[config.mk]
export PLATFORM = sky130hd
export DESIGN_NAME = axi_lite_xbar_n
export DESIGN_NICKNAME = d
export VERILOG_FILES = /design/src/rtl/axi_lite_pkg.sv /design/src/rtl/axi_lite_addr_decode.sv /design/src/rtl/axi_lite_xbar_n.sv
export SDC_FILE = /design/constraint.sdc
export NUM_CORES = 1
export LEC_CHECK = 0
export ABC_AREA = 0
export CAP_MARGIN = 20
export CORE_AREA = 2 2 228 230
export DETAILED_ROUTE_END_ITERATION = 16
export DIE_AREA = 0 0 230 232
export GPL_TIMING_DRIVEN = 0
export PLACE_DENSITY = 0.51
export SKIP_LAST_GASP = 1
export SLEW_MARGIN = 20
export SYNTH_ARGS = -nofsm -noshare
export SYNTH_HDL_FRONTEND = slang
export SYNTH_SLANG_ARGS = --single-unit
[constraint.sdc]
create_clock -name clk -period 1.8 [get_ports clk]
set_clock_uncertainty 0.1 [all_clocks]
set_input_delay 0.36 -clock clk [delete_from_list [all_inputs] [get_ports clk]]
set_output_delay 0.36 -clock clk [all_outputs]
set_load 0.05 [all_outputs]
[src/rtl/axi_lite_pkg.sv]
// Shared AXI4-lite definitions for the crossbar: response codes and FSM state types.
package axi_lite_pkg;

  localparam logic [1:0] RESP_OKAY   = 2'b00;
  localparam logic [1:0] RESP_SLVERR = 2'b10;
  localparam logic [1:0] RESP_DECERR = 2'b11;

  typedef enum logic [1:0] {
    R_IDLE,
    R_ADDR,
    R_DATA
  } rd_state_t;

  typedef enum logic [1:0] {
    W_IDLE,
    W_REQ,
    W_RESP
  } wr_state_t;

endpackage

[src/rtl/axi_lite_addr_decode.sv]
// Address decoder: maps an address onto a one-hot slave select using base/mask pairs.
// Ports:
//   addr  in   ADDR_W      address to decode
//   sel   out  NUM_SLAVES  one-hot select (all zero when nothing hits)
//   hit   out  1           at least one slave matched
module axi_lite_addr_decode #(
  parameter int unsigned NUM_SLAVES = 3,
  parameter int unsigned ADDR_W     = 32,
  parameter logic [NUM_SLAVES*ADDR_W-1:0] SLV_BASE = {32'ha000_0048, 32'ha000_03f8, 32'h8000_0000},
  parameter logic [NUM_SLAVES*ADDR_W-1:0] SLV_MASK = {32'hffff_fff8, 32'hffff_ffff, 32'hf800_0000}
) (
  input  logic [ADDR_W-1:0]     addr,
  output logic [NUM_SLAVES-1:0] sel,
  output logic                  hit
);

  // Scan from the top index down so the lowest-index match overwrites the others.
  always_comb begin
    sel = '0;
    hit = 1'b0;
    for (int i = int'(NUM_SLAVES) - 1; i >= 0; i--) begin
      if ((addr & SLV_MASK[i*ADDR_W +: ADDR_W]) == SLV_BASE[i*ADDR_W +: ADDR_W]) begin
        sel    = '0;
        sel[i] = 1'b1;
        hit    = 1'b1;
      end
    end
  end

endmodule

[src/rtl/axi_lite_xbar_n.sv]
// 1-master to NUM_SLAVES AXI4-lite crossbar. Independent read and write paths, one
// outstanding transaction each; the chosen slave stays locked until R/B completes.
// Unmapped addresses are answered internally with DECERR.
// Ports:
//   clk, rst_n          clock, asynchronous active-low reset
//   mst_aw*/w*/b*/ar*/r* upstream AXI4-lite slave interface
//   slv_aw*/w*/b*/ar*/r* downstream AXI4-lite master interfaces, slice i for slave i
//   dec_err_rd/wr       one-cycle pulse after an unmapped AR/AW is accepted
module axi_lite_xbar_n
  import axi_lite_pkg::*;
#(
  parameter int unsigned NUM_SLAVES = 3,
  parameter int unsigned ADDR_W     = 32,
  parameter int unsigned DATA_W     = 32,
  parameter logic [NUM_SLAVES*ADDR_W-1:0] SLV_BASE = {32'ha000_0048, 32'ha000_03f8, 32'h8000_0000},
  parameter logic [NUM_SLAVES*ADDR_W-1:0] SLV_MASK = {32'hffff_fff8, 32'hffff_ffff, 32'hf800_0000}
) (
  input  logic                           clk,
  input  logic                           rst_n,
  // upstream
  input  logic [ADDR_W-1:0]              mst_awaddr,
  input  logic                           mst_awvalid,
  output logic                           mst_awready,
  input  logic [DATA_W-1:0]              mst_wdata,
  input  logic [DATA_W/8-1:0]            mst_wstrb,
  input  logic                           mst_wvalid,
  output logic                           mst_wready,
  output logic [1:0]                     mst_bresp,
  output logic                           mst_bvalid,
  input  logic                           mst_bready,
  input  logic [ADDR_W-1:0]              mst_araddr,
  input  logic                           mst_arvalid,
  output logic                           mst_arready,
  output logic [DATA_W-1:0]              mst_rdata,
  output logic [1:0]                     mst_rresp,
  output logic                           mst_rvalid,
  input  logic                           mst_rready,
  // downstream
  output logic [NUM_SLAVES*ADDR_W-1:0]   slv_awaddr,
  output logic [NUM_SLAVES-1:0]          slv_awvalid,
  input  logic [NUM_SLAVES-1:0]          slv_awready,
  output logic [NUM_SLAVES*DATA_W-1:0]   slv_wdata,
  output logic [NUM_SLAVES*DATA_W/8-1:0] slv_wstrb,
  output logic [NUM_SLAVES-1:0]          slv_wvalid,
  input  logic [NUM_SLAVES-1:0]          slv_wready,
  input  logic [NUM_SLAVES*2-1:0]        slv_bresp,
  input  logic [NUM_SLAVES-1:0]          slv_bvalid,
  output logic [NUM_SLAVES-1:0]          slv_bready,
  output logic [NUM_SLAVES*ADDR_W-1:0]   slv_araddr,
  output logic [NUM_SLAVES-1:0]          slv_arvalid,
  input  logic [NUM_SLAVES-1:0]          slv_arready,
  input  logic [NUM_SLAVES*DATA_W-1:0]   slv_rdata,
  input  logic [NUM_SLAVES*2-1:0]        slv_rresp,
  input  logic [NUM_SLAVES-1:0]          slv_rvalid,
  output logic [NUM_SLAVES-1:0]          slv_rready,
  output logic                           dec_err_rd,
  output logic                           dec_err_wr
);

  localparam int unsigned STRB_W = DATA_W / 8;

  // Address decode for both channels
  logic [NUM_SLAVES-1:0] ar_sel_c, aw_sel_c;
  logic                  ar_hit_c, aw_hit_c;

  axi_lite_addr_decode #(
    .NUM_SLAVES(NUM_SLAVES), .ADDR_W(ADDR_W), .SLV_BASE(SLV_BASE), .SLV_MASK(SLV_MASK)
  ) u_ar_dec (
    .addr(mst_araddr), .sel(ar_sel_c), .hit(ar_hit_c)
  );

  axi_lite_addr_decode #(
    .NUM_SLAVES(NUM_SLAVES), .ADDR_W(ADDR_W), .SLV_BASE(SLV_BASE), .SLV_MASK(SLV_MASK)
  ) u_aw_dec (
    .addr(mst_awaddr), .sel(aw_sel_c), .hit(aw_hit_c)
  );

  // Read path state
  rd_state_t             rd_state_q, rd_state_d;
  logic [ADDR_W-1:0]     rd_addr_q, rd_addr_d;
  logic [NUM_SLAVES-1:0] rd_sel_q, rd_sel_d;
  logic                  rd_err_q, rd_err_d;
  logic                  dec_err_rd_q, dec_err_rd_d;

  // Write path state
  wr_state_t             wr_state_q, wr_state_d;
  logic [ADDR_W-1:0]     wr_addr_q, wr_addr_d;
  logic [NUM_SLAVES-1:0] wr_sel_q, wr_sel_d;
  logic                  wr_err_q, wr_err_d;
  logic                  aw_done_q, aw_done_d;
  logic                  w_done_q, w_done_d;
  logic                  dec_err_wr_q, dec_err_wr_d;

  logic                  aw_hs_c, w_hs_c;

  // State registers
  always_ff @(posedge clk or negedge rst_n) begin
    if (!rst_n) begin
      rd_state_q   <= R_IDLE;
      rd_addr_q    <= '0;
      rd_sel_q     <= '0;
      rd_err_q     <= 1'b0;
      dec_err_rd_q <= 1'b0;
      wr_state_q   <= W_IDLE;
      wr_addr_q    <= '0;
      wr_sel_q     <= '0;
      wr_err_q     <= 1'b0;
      aw_done_q    <= 1'b0;
      w_done_q     <= 1'b0;
      dec_err_wr_q <= 1'b0;
    end else begin
      rd_state_q   <= rd_state_d;
      rd_addr_q    <= rd_addr_d;
      rd_sel_q     <= rd_sel_d;
      rd_err_q     <= rd_err_d;
      dec_err_rd_q <= dec_err_rd_d;
      wr_state_q   <= wr_state_d;
      wr_addr_q    <= wr_addr_d;
      wr_sel_q     <= wr_sel_d;
      wr_err_q     <= wr_err_d;
      aw_done_q    <= aw_done_d;
      w_done_q     <= w_done_d;
      dec_err_wr_q <= dec_err_wr_d;
    end
  end

  assign dec_err_rd = dec_err_rd_q;
  assign dec_err_wr = dec_err_wr_q;

  // Read FSM: next state and channel routing
  always_comb begin
    rd_state_d   = rd_state_q;
    rd_addr_d    = rd_addr_q;
    rd_sel_d     = rd_sel_q;
    rd_err_d     = rd_err_q;
    dec_err_rd_d = 1'b0;
    mst_arready  = 1'b0;
    mst_rvalid   = 1'b0;
    mst_rdata    = '0;
    mst_rresp    = RESP_OKAY;
    slv_arvalid  = '0;
    slv_araddr   = '0;
    slv_rready   = '0;

    unique case (rd_state_q)
      R_IDLE: begin
        // Held low during reset so no request is seen as accepted
        mst_arready = rst_n;
        if (mst_arvalid) begin
          rd_addr_d    = mst_araddr;
          rd_sel_d     = ar_sel_c;
          rd_err_d     = !ar_hit_c;
          dec_err_rd_d = !ar_hit_c;
          rd_state_d   = ar_hit_c ? R_ADDR : R_DATA;
        end
      end
      R_ADDR: begin
        for (int unsigned i = 0; i < NUM_SLAVES; i++) begin
          if (rd_sel_q[i]) begin
            slv_arvalid[i]                  = 1'b1;
            slv_araddr[i*ADDR_W +: ADDR_W] = rd_addr_q;
            if (slv_arready[i]) rd_state_d = R_DATA;
          end
        end
      end
      R_DATA: begin
        if (rd_err_q) begin
          mst_rvalid = 1'b1;
          mst_rresp  = RESP_DECERR;
        end else begin
          for (int unsigned i = 0; i < NUM_SLAVES; i++) begin
            if (rd_sel_q[i]) begin
              mst_rvalid    = slv_rvalid[i];
              mst_rdata     = slv_rdata[i*DATA_W +: DATA_W];
              mst_rresp     = slv_rresp[i*2 +: 2];
              slv_rready[i] = mst_rready;
            end
          end
        end
        if (mst_rvalid && mst_rready) rd_state_d = R_IDLE;
      end
      default: rd_state_d = R_IDLE;
    endcase
  end

  // Write FSM: AW and W complete independently in W_REQ, then B is routed back
  always_comb begin
    wr_state_d   = wr_state_q;
    wr_addr_d    = wr_addr_q;
    wr_sel_d     = wr_sel_q;
    wr_err_d     = wr_err_q;
    aw_done_d    = aw_done_q;
    w_done_d     = w_done_q;
    dec_err_wr_d = 1'b0;
    aw_hs_c      = 1'b0;
    w_hs_c       = 1'b0;
    mst_awready  = 1'b0;
    mst_wready   = 1'b0;
    mst_bvalid   = 1'b0;
    mst_bresp    = RESP_OKAY;
    slv_awvalid  = '0;
    slv_awaddr   = '0;
    slv_wvalid   = '0;
    slv_wdata    = '0;
    slv_wstrb    = '0;
    slv_bready   = '0;

    unique case (wr_state_q)
      W_IDLE: begin
        mst_awready = rst_n;
        if (mst_awvalid) begin
          wr_addr_d    = mst_awaddr;
          wr_sel_d     = aw_sel_c;
          wr_err_d     = !aw_hit_c;
          // No downstream AW exists for the error target
          aw_done_d    = !aw_hit_c;
          w_done_d     = 1'b0;
          dec_err_wr_d = !aw_hit_c;
          wr_state_d   = W_REQ;
        end
      end
      W_REQ: begin
        if (wr_err_q) begin
          // Sink and discard the write data
          mst_wready = !w_done_q;
          w_hs_c     = mst_wvalid && !w_done_q;
        end
        for (int unsigned i = 0; i < NUM_SLAVES; i++) begin
          if (wr_sel_q[i]) begin
            slv_awvalid[i] = !aw_done_q;
            if (!aw_done_q) slv_awaddr[i*ADDR_W +: ADDR_W] = wr_addr_q;
            aw_hs_c        = !aw_done_q && slv_awready[i];
            slv_wvalid[i]  = mst_wvalid && !w_done_q;
            if (!w_done_q) begin
              slv_wdata[i*DATA_W +: DATA_W] = mst_wdata;
              slv_wstrb[i*STRB_W +: STRB_W] = mst_wstrb;
            end
            mst_wready = slv_wready[i] && !w_done_q;
            w_hs_c     = mst_wvalid && slv_wready[i] && !w_done_q;
          end
        end
        aw_done_d = aw_done_q || aw_hs_c;
        w_done_d  = w_done_q || w_hs_c;
        if (aw_done_d && w_done_d) wr_state_d = W_RESP;
      end
      W_RESP: begin
        if (wr_err_q) begin
          mst_bvalid = 1'b1;
          mst_bresp  = RESP_DECERR;
        end else begin
          for (int unsigned i = 0; i < NUM_SLAVES; i++) begin
            if (wr_sel_q[i]) begin
              mst_bvalid    = slv_bvalid[i];
              mst_bresp     = slv_bresp[i*2 +: 2];
              slv_bready[i] = mst_bready;
            end
          end
        end
        if (mst_bvalid && mst_bready) wr_state_d = W_IDLE;
      end
      default: wr_state_d = W_IDLE;
    endcase
  end

endmodule

==> results <==
power by group:
group	internal (W)	leakage, nW	switching (W)
Sequential	0.00259	0.990	0.00112
Combinational	0.00389	7.78	0.00533
Clock	0.000990	0.136	0.000936
Total	0.00747	8.91	0.00738
cells in the final DEF (no fill, tap or decap), types with 5 or more instances in the layout:
master and n:
nand2_4 13, nor2_4 118, and2_1 5, a2111oi_4 32
nand2_1 213, a21oi_1 5, dfrtp_1 74, dlymetal6s2s_1 23
buf_8 266, nand2_2 25, dfrtp_2 6, a221oi_4 10
buf_12 45, inv_1 34, diode_2 8, clkbuf_8 10
and3_2 9, buf_2 5, and3_4 88, buf_6 161
clkbuf_4 7, clkdlybuf4s50_1 190, a221oi_2 21, buf_4 47
o21ai_1 5, clkbuf_16 47, and2_4 103, dlygate4sd2_1 13
nor4b_4 5
synth_stat cells (all sizes together):
master and n:
nand2 252, nor2 125, and2 108, and3 99, dfrtp 80, clkbuf 77
inv 36, a2111oi 32, a221oi 32, o21ai 13, buf 10, nor4b 8
nor2b 7, a21oi 6, nand2b 5, nor4 5, o21a 5, a22oi 4
a211oi 3, nand4 3, o31ai 3, or4 3, mux2i 2, nand3b 2
nor3 2, nor3b 2, o211ai 2, o31a 2, a21o 1, a222oi 1
and3b 1, nand3 1, nand4b 1, o221a 1, o22ai 1, o2bb2ai 1
o41ai 1, or2 1, or3b 1, or4b 1
metal layers:
layer  track usage (%)  wire length [um]  part of all wire [%]  vias to the layer above
li1                  -                 -                     -                     4672
met1              23.6             22400                    43                     4961
met5                 0                 0                     0                        -
met2              30.3             25800                    50                      317
met4              5.34              1140                   2.2                        0
met3              3.12              2270                   4.4                       58
stage by stage:
step / area [um2] / total power, W / std cells
2_1_floorplan: 8830 / 0.00786 / 940
3_3_place_gp: 15600 / 0.0103 / 2207
3_5_place_dp: 15600 / 0.0104 / 2208
4_1_cts: 19600 / 0.0142 / 2337
5_1_grt: 20900 / 0.0156 / 2374
6_report: 20900 / 0.0149 / 2375
tightest hold or removal path: stages:
cell	delay, ns
dlymetal6s2s_1	0.11
nand2_1	0.07
nand2_1	0.05
state kept, by name (all words and copies together) (netlist names), 2 cells and up:
signal / cells
rd_addr_q: 32
rd_sel_q: 3
rd_state_q: 2
wr_addr_q: 32
wr_sel_q: 3
wr_state_q: 2
worst paths after layout:
check                                           from                   endpoint  slack [ns]  cells after the start
max                        wr_state_q[1]$_DFFE_PN0P_             slv_awaddr[31]       -0.62                      8
min                                    mst_awaddr[2]   wr_addr_q[2]$_DFFE_PN0P_        0.15                      3
max reg2reg                wr_state_q[1]$_DFFE_PN0P_    wr_sel_q[1]$_DFFE_PN0P_       -0.06                      8
max in group asynchronous                      rst_n  wr_addr_q[17]$_DFFE_PN0P_        1.08                      3
min in group asynchronous                      rst_n  rd_addr_q[12]$_DFFE_PN0P_        0.27                      3
min reg2reg                 wr_addr_q[7]$_DFFE_PN0P_   wr_addr_q[7]$_DFFE_PN0P_        0.43                      2
layout make-up:
class / instances / area [um2]
plain buffers: 75 / 1210
flip-flops and latches: 80 / 2010
clock inverters: 6 / 50.0
fillers: 4844 / 30000
multi-input cells: 737 / 6920
clock buffers: 10 / 239
repair buffers: 743 / 9470
diodes: 8 / 20.0
well taps: 680 / 851
inverters: 36 / 138
what timing repair did:
item | 4_1_cts | 5_1_grt
pin swaps | 68 | 86
gates cloned | 34 | 6
hold endpoints to repair | 32 | 0
resized for setup | 2983 | 353
endpoints found under the setup margin | 428 | 428
hold buffers | 2 | 0
buffers inserted | 78 | 50
cell families after synthesis:
logic type | Yosys count | synth area share, %
buffers and inverters | 123 | 7.36
AO/OA/AOI/OAI | 108 | 13.4
multiplexers | 2 | 0.313
AND/OR/NAND/NOR | 627 | 47.7
flip-flops | 80 | 31.3
==> out/metrics.yaml <==
status:
  status: "finished, violations left"
  violations: "negative setup slack"
global_routing:
  grt_pass1_wl_mm: 71.6
  grt_antenna_before_repair: 8
  grt_pass1_vias: 10300
  grt_overflow: 0
  track_usage_pct: 18.1
  grt_max_degree: 50
yosys:
  yosys.area.top_type_share_pct: 31.3
  synthCells: 940
  synth_area_leaders: "dfrtp_1 31%, nand2_1 15%, and2_1 11%"
  yosysSeqAreaShare_pct: 31.3
  synth_area_um2: 6390
  syn_avg_cell_area_um2: 6.80
  post-synth-top-area-cell: "dfrtp_1"
  postSynthRegisterBits: 80
  yosysWarnings: 0
  synth_nets: 1170
  ys_types: 44
floorplanning:
  die_area_um2: 53400
  start_util_pct: 12.6
  die_x_um: 230
  rows: 83
  core-area_um2: 50900
  io_pins: 588
  dieHeight_um: 232
detailed_routing:
  avgRoutedWirePerCell_um: 21.7
  vias_per_cell: 4.21
  wirelength_mm: 51.5
  num_vias: 10000
  ant_nets: 0
  drc: 0
  first_iter_violations: 340
  first_pass_iters: 4
clock_tree:
  cts-root-buf: "clkbuf_16"
  htree_levels: 3
  worstSkewPairLatency_ns: 0.36
  clock_sinks: 80
  clkTransAtPathRegs_ns: 0.07
  numCtsBuffers: 9
  cts_buffer_depth: 2
  cts_tree: "done"
setup_path:
  critPathCaptureType: "primary output"
  cp.arrival_ns: 1.96
  crit_family: "buffers and inverters"
  startpoint_type: "flip-flop"
  worstPathCellList: "nor2b_4 > buf_6 > nand2_8 > nor2_4 > buf_6 > clkbuf_16 > and2_4 > buf_8"
  cp_slowest_cell: "dfrtp_1"
  path_common_cell: "buf_6"
  worst-path-max-fanout: 5
  slowest_delay_ns: 0.42
  critical_path_buf_inv_count: 4
  worstSetupPathType: "flip-flop to primary output"
  critPathRequiredTime_ns: 1.34
placed_design:
  dp_hpwl_mm: 36.7
  gp_congestion: 0.842
  place_worst_setup_slack_ns: -1.32
  port_buffers: 587
timing:
  hold_violations: 0
  finalSetupTns_ns: -162.74
  setup_viol: 361
  worstMarginPinSlew_ns: 0.579
  finalCritPeriodShare_pct: 134
  slew_violations: 0
  rsz0062_at_grt: "yes"
  min_period_ns: 2.42
  setup_slack_ns: -0.620
  slew_headroom_pct: 61.6
  hold_slack_ns: 0.154
  fmax_ghz: 0.413
pwr:
  power_density_nw_per_um2: 711
  ir_worst_vdd_mv: 0.557
  leakage_nw: 8.91
cells_and_area:
  fin_nets: 1912
  finish.utilization_pct: 41.1
  area_growth_pct: 227
  layout-drive-gt1-share_pct: 63.7
worst_hold_path:
  min_path_type: "input pin to flip-flop"
flow_run:
  max_cap_viol_count: 0
(Power assumes the default switching activity.)
